## src/rtl/uart_pkg.sv

```systemverilog
// Shared types and constants for the multi-lane UART receiver: lane FSM states and the
// four comma codes that can be recognised per lane.
package uart_pkg;

  typedef enum logic [2:0] {
    StBreak,
    StIdle,
    StStart,
    StData,
    StStop
  } lane_state_e;

  localparam int unsigned COMMA_W = 10;

  localparam logic [COMMA_W-1:0] COMMA_0 = 10'b0011111010;
  localparam logic [COMMA_W-1:0] COMMA_1 = 10'b1100000101;
  localparam logic [COMMA_W-1:0] COMMA_2 = 10'b0011111001;
  localparam logic [COMMA_W-1:0] COMMA_3 = 10'b0011111000;

  function automatic logic [COMMA_W-1:0] comma_code(input logic [1:0] sel);
    case (sel)
      2'd0:    return COMMA_0;
      2'd1:    return COMMA_1;
      2'd2:    return COMMA_2;
      default: return COMMA_3;
    endcase
  endfunction

endpackage

```

## src/rtl/uart_rx_lane.sv

```systemverilog
// One UART receive lane: 2-FF synchronizer, deframing FSM, bit-period counter and
// LSB-first shift register. o_done is a combinational strobe in the stop-sample cycle.
module uart_rx_lane
  import uart_pkg::*;
#(
  parameter int unsigned DATA_W   = 10,
  parameter int unsigned CLKDIV_W = 10
) (
  input  logic                i_clk,
  input  logic                i_rst,
  input  logic [CLKDIV_W-1:0] i_clkdiv,
  input  logic                i_rx,
  output logic                o_done,
  output logic [DATA_W-1:0]   o_word,
  output logic                o_frame_err
);

  localparam int unsigned BitW = $clog2(DATA_W + 1);

  lane_state_e         r_state, w_state_next;
  logic [1:0]          r_sync;
  logic [CLKDIV_W-1:0] r_div;
  logic [CLKDIV_W-1:0] r_cnt;
  logic [BitW-1:0]     r_bit;
  logic [DATA_W-1:0]   r_shift;
  logic                r_frame_err;
  logic                w_rx;
  logic                w_tick;
  logic                w_last_bit;
  logic                w_shift_en;
  logic                w_fe_set;
  logic [CLKDIV_W-1:0] w_start_cnt;

  assign w_rx        = r_sync[1];
  assign w_tick      = (r_cnt == '0);
  assign w_last_bit  = (r_bit == BitW'(DATA_W - 1));
  // First sample lands mid start bit, floor(div/2) cycles after the falling edge.
  assign w_start_cnt = (i_clkdiv >> 1) - CLKDIV_W'(1);

  always_ff @(posedge i_clk) begin
    if (i_rst) begin
      r_state <= StBreak;
    end else begin
      r_state <= w_state_next;
    end
  end

  always_comb begin
    w_state_next = r_state;
    case (r_state)
      StBreak: if (w_rx) w_state_next = StIdle;
      StIdle:  if (!w_rx) w_state_next = StStart;
      StStart: if (w_tick) w_state_next = w_rx ? StIdle : StData;
      StData:  if (w_tick && w_last_bit) w_state_next = StStop;
      StStop:  if (w_tick) w_state_next = w_rx ? StIdle : StBreak;
      default: w_state_next = StBreak;
    endcase
  end

  always_comb begin
    o_done     = 1'b0;
    w_fe_set   = 1'b0;
    w_shift_en = 1'b0;
    case (r_state)
      StData: w_shift_en = w_tick;
      StStop: begin
        o_done   = w_tick & w_rx;
        w_fe_set = w_tick & ~w_rx;
      end
      default: ;
    endcase
  end

  always_ff @(posedge i_clk) begin
    if (i_rst) begin
      r_sync      <= 2'b00;
      r_div       <= '0;
      r_cnt       <= '0;
      r_bit       <= '0;
      r_shift     <= '0;
      r_frame_err <= 1'b0;
    end else begin
      r_sync      <= {r_sync[0], i_rx};
      r_frame_err <= w_fe_set;
      case (r_state)
        StIdle: begin
          if (!w_rx) begin
            r_div <= i_clkdiv;
            r_cnt <= w_start_cnt;
            r_bit <= '0;
          end
        end
        StStart, StData, StStop: begin
          r_cnt <= w_tick ? (r_div - CLKDIV_W'(1)) : (r_cnt - CLKDIV_W'(1));
          if (w_shift_en) begin
            r_shift <= {w_rx, r_shift[DATA_W-1:1]};
            r_bit   <= r_bit + BitW'(1);
          end
        end
        default: ;
      endcase
    end
  end

  assign o_word      = r_shift;
  assign o_frame_err = r_frame_err;

endmodule

```

## src/rtl/uart_rx_mlane.sv

```systemverilog
// Multi-lane UART receiver top: per-lane holding registers, cross-lane alignment,
// comma compare and the valid/ready output stage with overrun detection.
module uart_rx_mlane
  import uart_pkg::*;
#(
  parameter int unsigned PORTCOUNT = 5,
  parameter int unsigned DATA_W    = 10,
  parameter int unsigned CLKDIV_W  = 10
) (
  input  logic                        CLK,
  input  logic                        RST,
  input  logic [CLKDIV_W-1:0]         clkdiv,
  input  logic [1:0]                  comma_sel,
  input  logic [PORTCOUNT-1:0]        uart_in,
  output logic [PORTCOUNT*DATA_W-1:0] data,
  output logic [PORTCOUNT-1:0]        comma,
  output logic                        data_valid,
  input  logic                        data_ready,
  output logic [PORTCOUNT-1:0]        frame_err,
  output logic [PORTCOUNT-1:0]        overrun_err,
  output logic                        rx_err
);

  logic [PORTCOUNT-1:0]             w_done;
  logic [PORTCOUNT-1:0][DATA_W-1:0] w_word;
  logic [PORTCOUNT-1:0]             w_fe;
  logic [PORTCOUNT-1:0]             w_comma_hit;
  logic                             w_xfer;

  logic [PORTCOUNT-1:0][DATA_W-1:0] r_hold;
  logic [PORTCOUNT-1:0]             r_hold_valid;
  logic [PORTCOUNT-1:0]             r_ovr;
  logic [PORTCOUNT*DATA_W-1:0]      r_data;
  logic [PORTCOUNT-1:0]             r_comma;
  logic                             r_data_valid;

  for (genvar i = 0; i < PORTCOUNT; i++) begin : g_lane
    uart_rx_lane #(
      .DATA_W  (DATA_W),
      .CLKDIV_W(CLKDIV_W)
    ) u_lane (
      .i_clk      (CLK),
      .i_rst      (RST),
      .i_clkdiv   (clkdiv),
      .i_rx       (uart_in[i]),
      .o_done     (w_done[i]),
      .o_word     (w_word[i]),
      .o_frame_err(w_fe[i])
    );
  end

  if (DATA_W == COMMA_W) begin : g_comma
    logic [COMMA_W-1:0] w_code;
    assign w_code = comma_code(comma_sel);
    for (genvar i = 0; i < PORTCOUNT; i++) begin : g_cmp
      assign w_comma_hit[i] = (r_hold[i] == w_code);
    end
  end else begin : g_no_comma
    assign w_comma_hit = '0;
  end

  assign w_xfer = (&r_hold_valid) & (~r_data_valid | data_ready);

  always_ff @(posedge CLK) begin
    if (RST) begin
      r_hold       <= '0;
      r_hold_valid <= '0;
      r_ovr        <= '0;
      r_data       <= '0;
      r_comma      <= '0;
      r_data_valid <= 1'b0;
    end else begin
      // A transfer frees every holding slot, so a same-cycle completion is never an overrun.
      r_ovr <= w_done & r_hold_valid & {PORTCOUNT{~w_xfer}};
      for (int i = 0; i < PORTCOUNT; i++) begin
        if (w_xfer) begin
          r_hold_valid[i] <= w_done[i];
          if (w_done[i]) r_hold[i] <= w_word[i];
        end else if (w_done[i] && !r_hold_valid[i]) begin
          r_hold[i]       <= w_word[i];
          r_hold_valid[i] <= 1'b1;
        end
      end
      if (w_xfer) begin
        r_data       <= r_hold;
        r_comma      <= w_comma_hit;
        r_data_valid <= 1'b1;
      end else if (data_ready) begin
        r_data_valid <= 1'b0;
      end
    end
  end

  assign data        = r_data;
  assign comma       = r_comma;
  assign data_valid  = r_data_valid;
  assign frame_err   = w_fe;
  assign overrun_err = r_ovr;
  assign rx_err      = |(w_fe | r_ovr);

endmodule

```

## config.mk

```make
export PLATFORM = sky130hd
export DESIGN_NAME = uart_rx_mlane
export DESIGN_NICKNAME = d
export VERILOG_FILES = /design/src/rtl/uart_pkg.sv /design/src/rtl/uart_rx_lane.sv /design/src/rtl/uart_rx_mlane.sv
export SDC_FILE = /design/constraint.sdc
export NUM_CORES = 1
export LEC_CHECK = 0
export CAP_MARGIN = 5
export CORE_ASPECT_RATIO = 2
export CORE_MARGIN = 10
export CORE_UTILIZATION = 45
export DETAILED_ROUTE_END_ITERATION = 10
export DONT_BUFFER_PORTS = 1
export PLACE_DENSITY = 0.58
export SYNTH_ARGS = -nofsm -noshare
export SYNTH_HDL_FRONTEND = slang
export SYNTH_HIERARCHICAL = 1
export SYNTH_SLANG_ARGS = --single-unit
```

## constraint.sdc

```tcl
create_clock -name CLK -period 6.1 [get_ports CLK]
set_clock_uncertainty 0.05 [all_clocks]
set_input_delay 1.525 -clock CLK [delete_from_list [all_inputs] [get_ports CLK]]
set_output_delay 1.525 -clock CLK [all_outputs]
set_load 0.02 [all_outputs]
```

==> results of run 1 <==
## cells by family after synthesis
family / count (synthesis) / share of synthesized area (%)
AO/OA/AOI/OAI: 396 / 17.72
XOR/XNOR: 30 / 1.734
adder cells (fa/ha/maj): 17 / 1.404
buffers and inverters: 157 / 4.980
flip-flops: 316 / 41.75
multiplexers: 55 / 3.799
AND/OR/NAND/NOR: 840 / 28.61
## routing by layer
metal  global-route usage (%)  share of wire [%]
met5                        0                  0
met4                    7.257                3.4
met3                    3.103                5.5
met2                    31.18                 51
met1                    19.87                 40
## how the worst max path moves through the flow
stage	cells after the start	endpoint	slack, ns
final	2	rx_err	2.68
after global routing	9	g_lane[0].u_lane/r_cnt[6]$_SDFFE_PP0P_	2.61
after CTS	2	rx_err	2.64
after detailed placement	4	r_hold[8]$_SDFFE_PP0P_	2.61
after global placement	4	r_hold[4]$_SDFFE_PP0P_	2.66
after floorplan	8	g_lane[0].u_lane/r_cnt[6]$_SDFFE_PP0P_	3.16
## power by group
| part | leakage (nW) | switching, W | internal (W) |
|---|---|---|---|
| Combinational | 2.21 | 0.000267 | 0.000154 |
| Sequential | 2.55 | 0.0000478 | 0.00211 |
| Clock | 0.506 | 0.000826 | 0.00113 |
## cells in the mapped netlist (6+ instances only)
| cell type | number | area share, % |
|---|---|---|
| a211oi_1 | 15 | 0.74 |
| nor2b_1 | 25 | 1.0 |
| inv_1 | 37 | 0.92 |
| clkbuf_1 | 74 | 1.8 |
| a31oi_1 | 10 | 0.41 |
| nor3_1 | 50 | 1.7 |
| xor2_1 | 10 | 0.58 |
| o2111ai_1 | 10 | 0.58 |
| xnor2_1 | 20 | 1.2 |
| nor2_1 | 112 | 2.8 |
| o21ai_0 | 35 | 1.2 |
| nor4b_1 | 15 | 0.87 |
| nand2b_1 | 121 | 5.0 |
| nand2_1 | 346 | 8.6 |
| buf_2 | 24 | 0.79 |
| buf_4 | 6 | 0.30 |
| a21oi_1 | 211 | 7.0 |
| nor4_1 | 12 | 0.50 |
| a311oi_1 | 15 | 0.87 |
| a21o_1 | 15 | 0.74 |
| nand4b_1 | 10 | 0.58 |
| and3_1 | 36 | 1.5 |
| buf_6 | 15 | 1.1 |
| nand4_1 | 10 | 0.41 |
| dfxtp_1 | 316 | 42 |
| nand3_1 | 47 | 1.6 |
| nand3b_1 | 15 | 0.74 |
| o22ai_1 | 10 | 0.41 |
| ha_1 | 17 | 1.4 |
| nor4_2 | 15 | 1.2 |
| mux2i_1 | 50 | 3.3 |
## sequential cells by signal, summed over array words and instances, names as in the netlist, 10 cells and up
name,count
g_lane.u_lane/o_word,50
g_lane.u_lane/r_state,15
g_lane.u_lane/r_cnt,50
data,50
g_lane.u_lane/r_bit,20
r_hold,50
g_lane.u_lane/r_sync,10
g_lane.u_lane/r_div,50
## layout by cell type, fill, tap and decap left out, types with 12 or more instances in the layout
master and count:
a21oi_1 211, nor2b_1 25, o21ai_0 35, nor2_1 112
nand3_1 46, a311oi_1 15, and3_1 35, ha_1 17
dfxtp_1 316, a21o_1 15, inv_1 37, nor4_1 12
mux2i_1 50, a211oi_1 15, clkbuf_16 31, nand2_1 346
xnor2_1 20, nor3_1 50, nor4_2 15, nand3b_1 15
nand2b_1 121
## stage by stage
stage                     hold slack [ns]  cells  util [%]  power [W]  setup WS, ns
after floorplan                    0.3638   1811         -   0.002562         3.156
after global placement             0.3694   2134     45.42   0.002607         2.657
after detailed placement           0.3704   2134     45.42   0.002615         2.611
after CTS                          0.3869   2190     48.53   0.004590         2.637
after global routing               0.4126   2190     48.53   0.004718         2.614
final                              0.3841   2190     48.53   0.004533         2.680
## final cells by class
cell class                      instances  area share (%)
Clock buffer                           42           5.411
Timing Repair Buffer                    7          0.3242
Inverter                               37          0.8569
Tap cell                              436           3.366
Multi-Input combinational cell       1338           50.02
Clock inverter                         14          0.9881
Sequential cell                       316           39.03
==> reports/summary.log, run 1 <==
qor: setup_path.cp-end-kind output port
qor: drt.drt_first_pass_iters 5
qor: finish.final_layout_size_suffix_gt1_share 8.210%
qor: floorplan.core-area 33400 µm²
qor: cts.htree_levels 1
qor: cts.tritoncts_clock_tree built
qor: synth.synth_enable_flop_cells 0
qor: setup_path.critical-path-top-delay-family simple AND/OR/NAND/NOR gates
qor: synth.syn_area 15150 µm²
qor: finish.antenna-diode-count 0
qor: synth.net_count_after_synthesis 1848
qor: placed_design.gpl.final_weighted_congestion 0.8288
qor: placed_design.hpwlAfterDp 25560 µm
qor: finish.area_growth_syn_to_layout 6.978%
qor: setup_path.critical_path_peak_fanout 2
qor: timing.clock.fmax 292.4 MHz
qor: drt.drtIter0Drc 790
qor: setup_path.cp_cell_sequence nor4_1, nand3_1
qor: timing.tightestPinTransition 1.165 ns
qor: synth.synth-seq-area-share 41.75%
qor: cts.cts-root-buf clkbuf_16
qor: setup_path.path_class register to output port
qor: finish.ff_latch_area 6326 µm²
qor: global_routing.groute.usage.overall 17.50%
qor: placed_design.port_buffers 0
qor: setup_path.cp_slowest_stage_delay 0.47 ns
qor: cts.clk_latency_worst_skew_pair 0.57 ns
qor: setup_path.crit_path_start_kind register
qor: synth.synthesis.area_per_instance 8.366 µm²
qor: drt.drcViolationCount 0
qor: power_and_ir_drop.leakage 5.265 nW
qor: finish.layout_fillers 3272
qor: synth.yosys_most_used_dff dfxtp_1
qor: timing.slew_viol_final 0
qor: global_routing.grt_start_max_net_pins 378
qor: global_routing.antenna_found_initial 0
qor: flow_run.max_cap_viol_count 0
qor: min_path.hold_sp g_lane[2].u_lane/r_sync[0]$_SDFF_PP0_
qor: setup_path.rr_worst_depth 9
qor: setup_path.timing.rr.end g_lane[1].u_lane/r_cnt[6]$_SDFFE_PP0P_
qor: synth.async_flop_share 0%
qor: power_and_ir_drop.power_per_cell_area 279.7 nW/µm²
qor: drt.routed_wire_length_per_instance 17.32 µm
qor: cts.post-cts-setup-buffers 0
qor: placed_design.postPlaceCellArea 15170 µm²
qor: drt.post_drt_via_cell_ratio 5.628
qor: setup_path.cp_data_required_time 4.53 ns
qor: synth.yosys_warnings 6
qor: cts.cts_repair_resize_count 0
qor: timing.final_min_period_over_clock_period 56.07%
qor: min_path.hold_end g_lane[2].u_lane/r_sync[1]$_SDFF_PP0_
qor: min_path.hold_path_depth 1
qor: setup_path.slowest_stage dfxtp_1
qor: power_and_ir_drop.irDropWorstVdd 0.2349 mV
qor: min_path.hold_path_class register to register
qor: drt.dr_total_vias 12330
qor: setup_path.setup.worst_path.start g_lane[3].u_lane/o_frame_err$_SDFF_PP0_
qor: floorplan.design.die.area 41850 µm²
qor: floorplan.top_level_ports 87
qor: global_routing.grt_pass1_vias 11960
qor: cts.numClockSinks 316
qor: cts.hold_buffers 0
qor: setup_path.crit-reg2reg-launch g_lane[1].u_lane/r_state[1]$_SDFFE_PP0P_
qor: cts.cts-buffers-inserted 30
qor: synth.synth_cell_types 55
qor: timing.setup_violations 0
qor: drt.drt-total-wl 37920 µm
qor: setup_path.critical_path_arrival 1.85 ns
qor: outcome.outcome complete, no violations
qor: floorplan.die_outline_height 279.5 µm
qor: finish.design.final.nets 1767
qor: cts.path_clk_slew 0.06 ns
qor: finish.fin_area 16210 µm²
qor: setup_path.path_buf_inv 0
qor: global_routing.global_route_wire_length_before_repair 61620 µm
qor: floorplan.rows 95
qor: drt.route.antenna.remaining_nets 0
qor: timing.fin_crit 3.420 ns
qor: timing.grt_setup_unrepaired no
qor: setup_path.ff2ff_setup_slack 2.81 ns
qor: timing.timing.final.hold_violations 0
qor: global_routing.grt_overflow_total 0
qor: floorplan.floorplan.initialDensity 45.36%
qor: timing.fin_tns_setup 0 ns
qor: cts.ctsLongestPathBuffers 3
qor: finish.multi_input_comb_area 8108 µm²
qor: floorplan.die_w 149.7 µm
qor: synth.netlist_instances 1811
qor: synth.ys_ff_latch 316
qor: timing.relSlewSlack 22.34%
(Power assumes the default switching activity.)
==> run 2, diff against run 1 <==
Settings changed: PLACE_DENSITY 0.58 to 0.6.
Clock period 6.1 ns to 2.8 ns, I/O delays scaled along.
==> reports/summary.log, run 2 (synthesis gave the netlist of run 1 again) <==
qor: floorplan.top_level_ports 87
qor: floorplan.rows 95
qor: global_routing.grt_overflow_total 0
qor: cts.htree_levels 1
qor: timing.timing.final.hold_violations 0
qor: global_routing.global_route_wire_length_before_repair 62910 µm
qor: drt.drt_first_pass_iters 5
qor: power_and_ir_drop.p_int 0.007935 W
qor: setup_path.cp_data_required_time 2.05 ns
qor: floorplan.design.die.area 41850 µm²
qor: finish.instances_no_fill 2256
qor: global_routing.grt_start_max_net_pins 378
qor: power_and_ir_drop.p_seq_share 45.2%
qor: outcome.outcome complete, no violations
qor: timing.grt_setup_unrepaired no
qor: floorplan.floorplan.initialDensity 45.36%
qor: drt.post_drt_via_cell_ratio 5.563
qor: drt.routed_wire_length_per_instance 17.46 µm
qor: finish.antenna-diode-count 0
qor: power_and_ir_drop.leakage 5.694 nW
qor: setup_path.crit_path_start_kind register
qor: timing.final_min_period_over_clock_period 95.36%
qor: timing.relSlewSlack 38.96%
qor: global_routing.grt_pass1_vias 12190
qor: timing.slew_viol_final 0
qor: timing.setup_violations 0
qor: timing.fin_tns_setup 0 ns
qor: global_routing.antenna_found_initial 0
qor: floorplan.die_w 149.7 µm
qor: cts.ctsLongestPathBuffers 3
qor: setup_path.cp-end-kind output port
qor: placed_design.port_buffers 0
qor: cts.tritoncts_clock_tree built
qor: timing.clock.fmax 374.5 MHz
qor: cts.path_clk_slew 0.07 ns
qor: placed_design.hpwlAfterDp 27460 µm
qor: drt.drtIter0Drc 718
qor: power_and_ir_drop.irDropWorstVdd 0.5564 mV
qor: finish.area_growth_syn_to_layout 11.83%
qor: finish.design.final.nets 1835
qor: global_routing.groute.usage.overall 18.01%
qor: power_and_ir_drop.clkPwrFrac 44.9%
qor: cts.clk_latency_worst_skew_pair 0.56 ns
qor: placed_design.placed_cells_incl_taps 2195
qor: flow_run.max_cap_viol_count 0
qor: cts.cts-buffers-inserted 29
qor: setup_path.critical_path_peak_fanout 2
qor: drt.drcViolationCount 0
qor: timing.fin_crit 2.670 ns
qor: min_path.hold_path_class input port to register
qor: power_and_ir_drop.switchingPower 0.002470 W
qor: setup_path.critical_path_arrival 1.92 ns
qor: setup_path.path_class register to output port
qor: floorplan.core-area 33400 µm²
qor: finish.mostFrequentLayoutCells nand2_1, dfxtp_1, a21oi_1, nand2b_1, nor2_1
qor: drt.dr_total_vias 12550
qor: power_and_ir_drop.power_per_cell_area 614.1 nW/µm²
qor: placed_design.gpl.final_weighted_congestion 0.9033
qor: drt.route.antenna.remaining_nets 0
qor: power_and_ir_drop.comb_power_share 9.9%
qor: finish.final_layout_size_suffix_gt1_share 12.64%
qor: cts.numClockSinks 316
qor: finish.layout_fillers 3192
qor: finish.layout.cells.most_common nand2_1
qor: power_and_ir_drop.sw_frac_of_total 23.74%
qor: timing.tightestPinTransition 0.9155 ns
qor: cts.cts-root-buf clkbuf_16
qor: drt.drt-total-wl 39390 µm
qor: floorplan.die_outline_height 279.5 µm
## run 2: routing by layer
| layer | up-vias | global-route usage, % | wire length [µm] |
|---|---|---|---|
| li1 | 6273 | - | - |
| met1 | 5887 | 19.19 | 14960 |
| met2 | 287 | 33.68 | 20820 |
| met3 | 102 | 2.715 | 2023 |
| met4 | 0 | 7.958 | 1581 |
| met5 | - | 0 | 0 |
## run 2: path summary, 6_finish.rpt
| kind | from | to | slack [ns] | cells after the start |
|---|---|---|---|---|
| hold reg to reg | g_lane[4].u_lane/r_sync[0]$_SDFF_PP0_ | g_lane[4].u_lane/r_sync[1]$_SDFF_PP0_ | 0.39 | 1 |
| setup reg to reg | g_lane[3].u_lane/r_state[0]$_SDFFE_PP0P_ | g_lane[3].u_lane/r_cnt[8]$_SDFFE_PP0P_ | 0.18 | 9 |
| setup / recovery | g_lane[2].u_lane/o_frame_err$_SDFF_PP0_ | rx_err | 0.13 | 2 |
| hold / removal | RST | g_lane[4].u_lane/r_div[8]$_SDFFE_PP0P_ | 0.18 | 1 |
## run 2: what timing repair did
action / CTS / global route
endpoints found under the setup margin: 0 / 14
buffers inserted: 0 / 8
resized for setup: 0 / 26
hold buffers: 0 / 0
## run 2: final cells by class
| type | instances | area, µm² | area share, % |
|---|---|---|---|
| multi-input combinational | 1338 | 8214 | 48.48 |
| sequential | 316 | 6335 | 37.39 |
| clock buffer | 40 | 837.1 | 4.941 |
| timing repair buffer | 76 | 570.5 | 3.368 |
| tap | 436 | 545.5 | 3.220 |
| clock inverter | 13 | 301.5 | 1.780 |
| inverter | 37 | 138.9 | 0.8197 |
## run 2: worst max-delay path: stages, from the launching register on
cell and delay, ns:
dfxtp_1 0.40, nor4_1 0.61, nand3_1 0.36
## run 2: per-stage QoR
step	setup WS, ns	hold slack (ns)	instance area (µm²)	power (W)	utilization [%]
finish	0.1298	0.1825	16940	0.01040	50.72
global route	0.002879	0.1630	16940	0.01078	50.72
CTS	0.005748	0.1767	16770	0.01049	50.20
detailed placement	0.04310	0.3739	15630	0.005799	46.79
global placement	0.1112	0.3700	15630	0.005785	46.79
floorplan	0.4179	0.3638	15150	0.005581	-
## run 2: power groups by stage
| stage | clock network (W) | registers (W) | logic [W] |
|---|---|---|---|
| 6_report | 0.00467 | 0.00470 | 0.00103 |
| 5_1_grt | 0.00494 | 0.00471 | 0.00113 |
| 4_1_cts | 0.00479 | 0.00469 | 0.00101 |
| 3_5_place_dp | 0 | 0.00479 | 0.00100 |
| 3_3_place_gp | 0 | 0.00479 | 0.000992 |
| 2_1_floorplan | 0 | 0.00475 | 0.000834 |
==> run 3, diff against run 2 <==
Settings changed: SKIP_CTS_REPAIR_TIMING set to 1.
==> results of run 3 <==
Same layout as run 2: the final DEF is identical, and so are final timing and power.
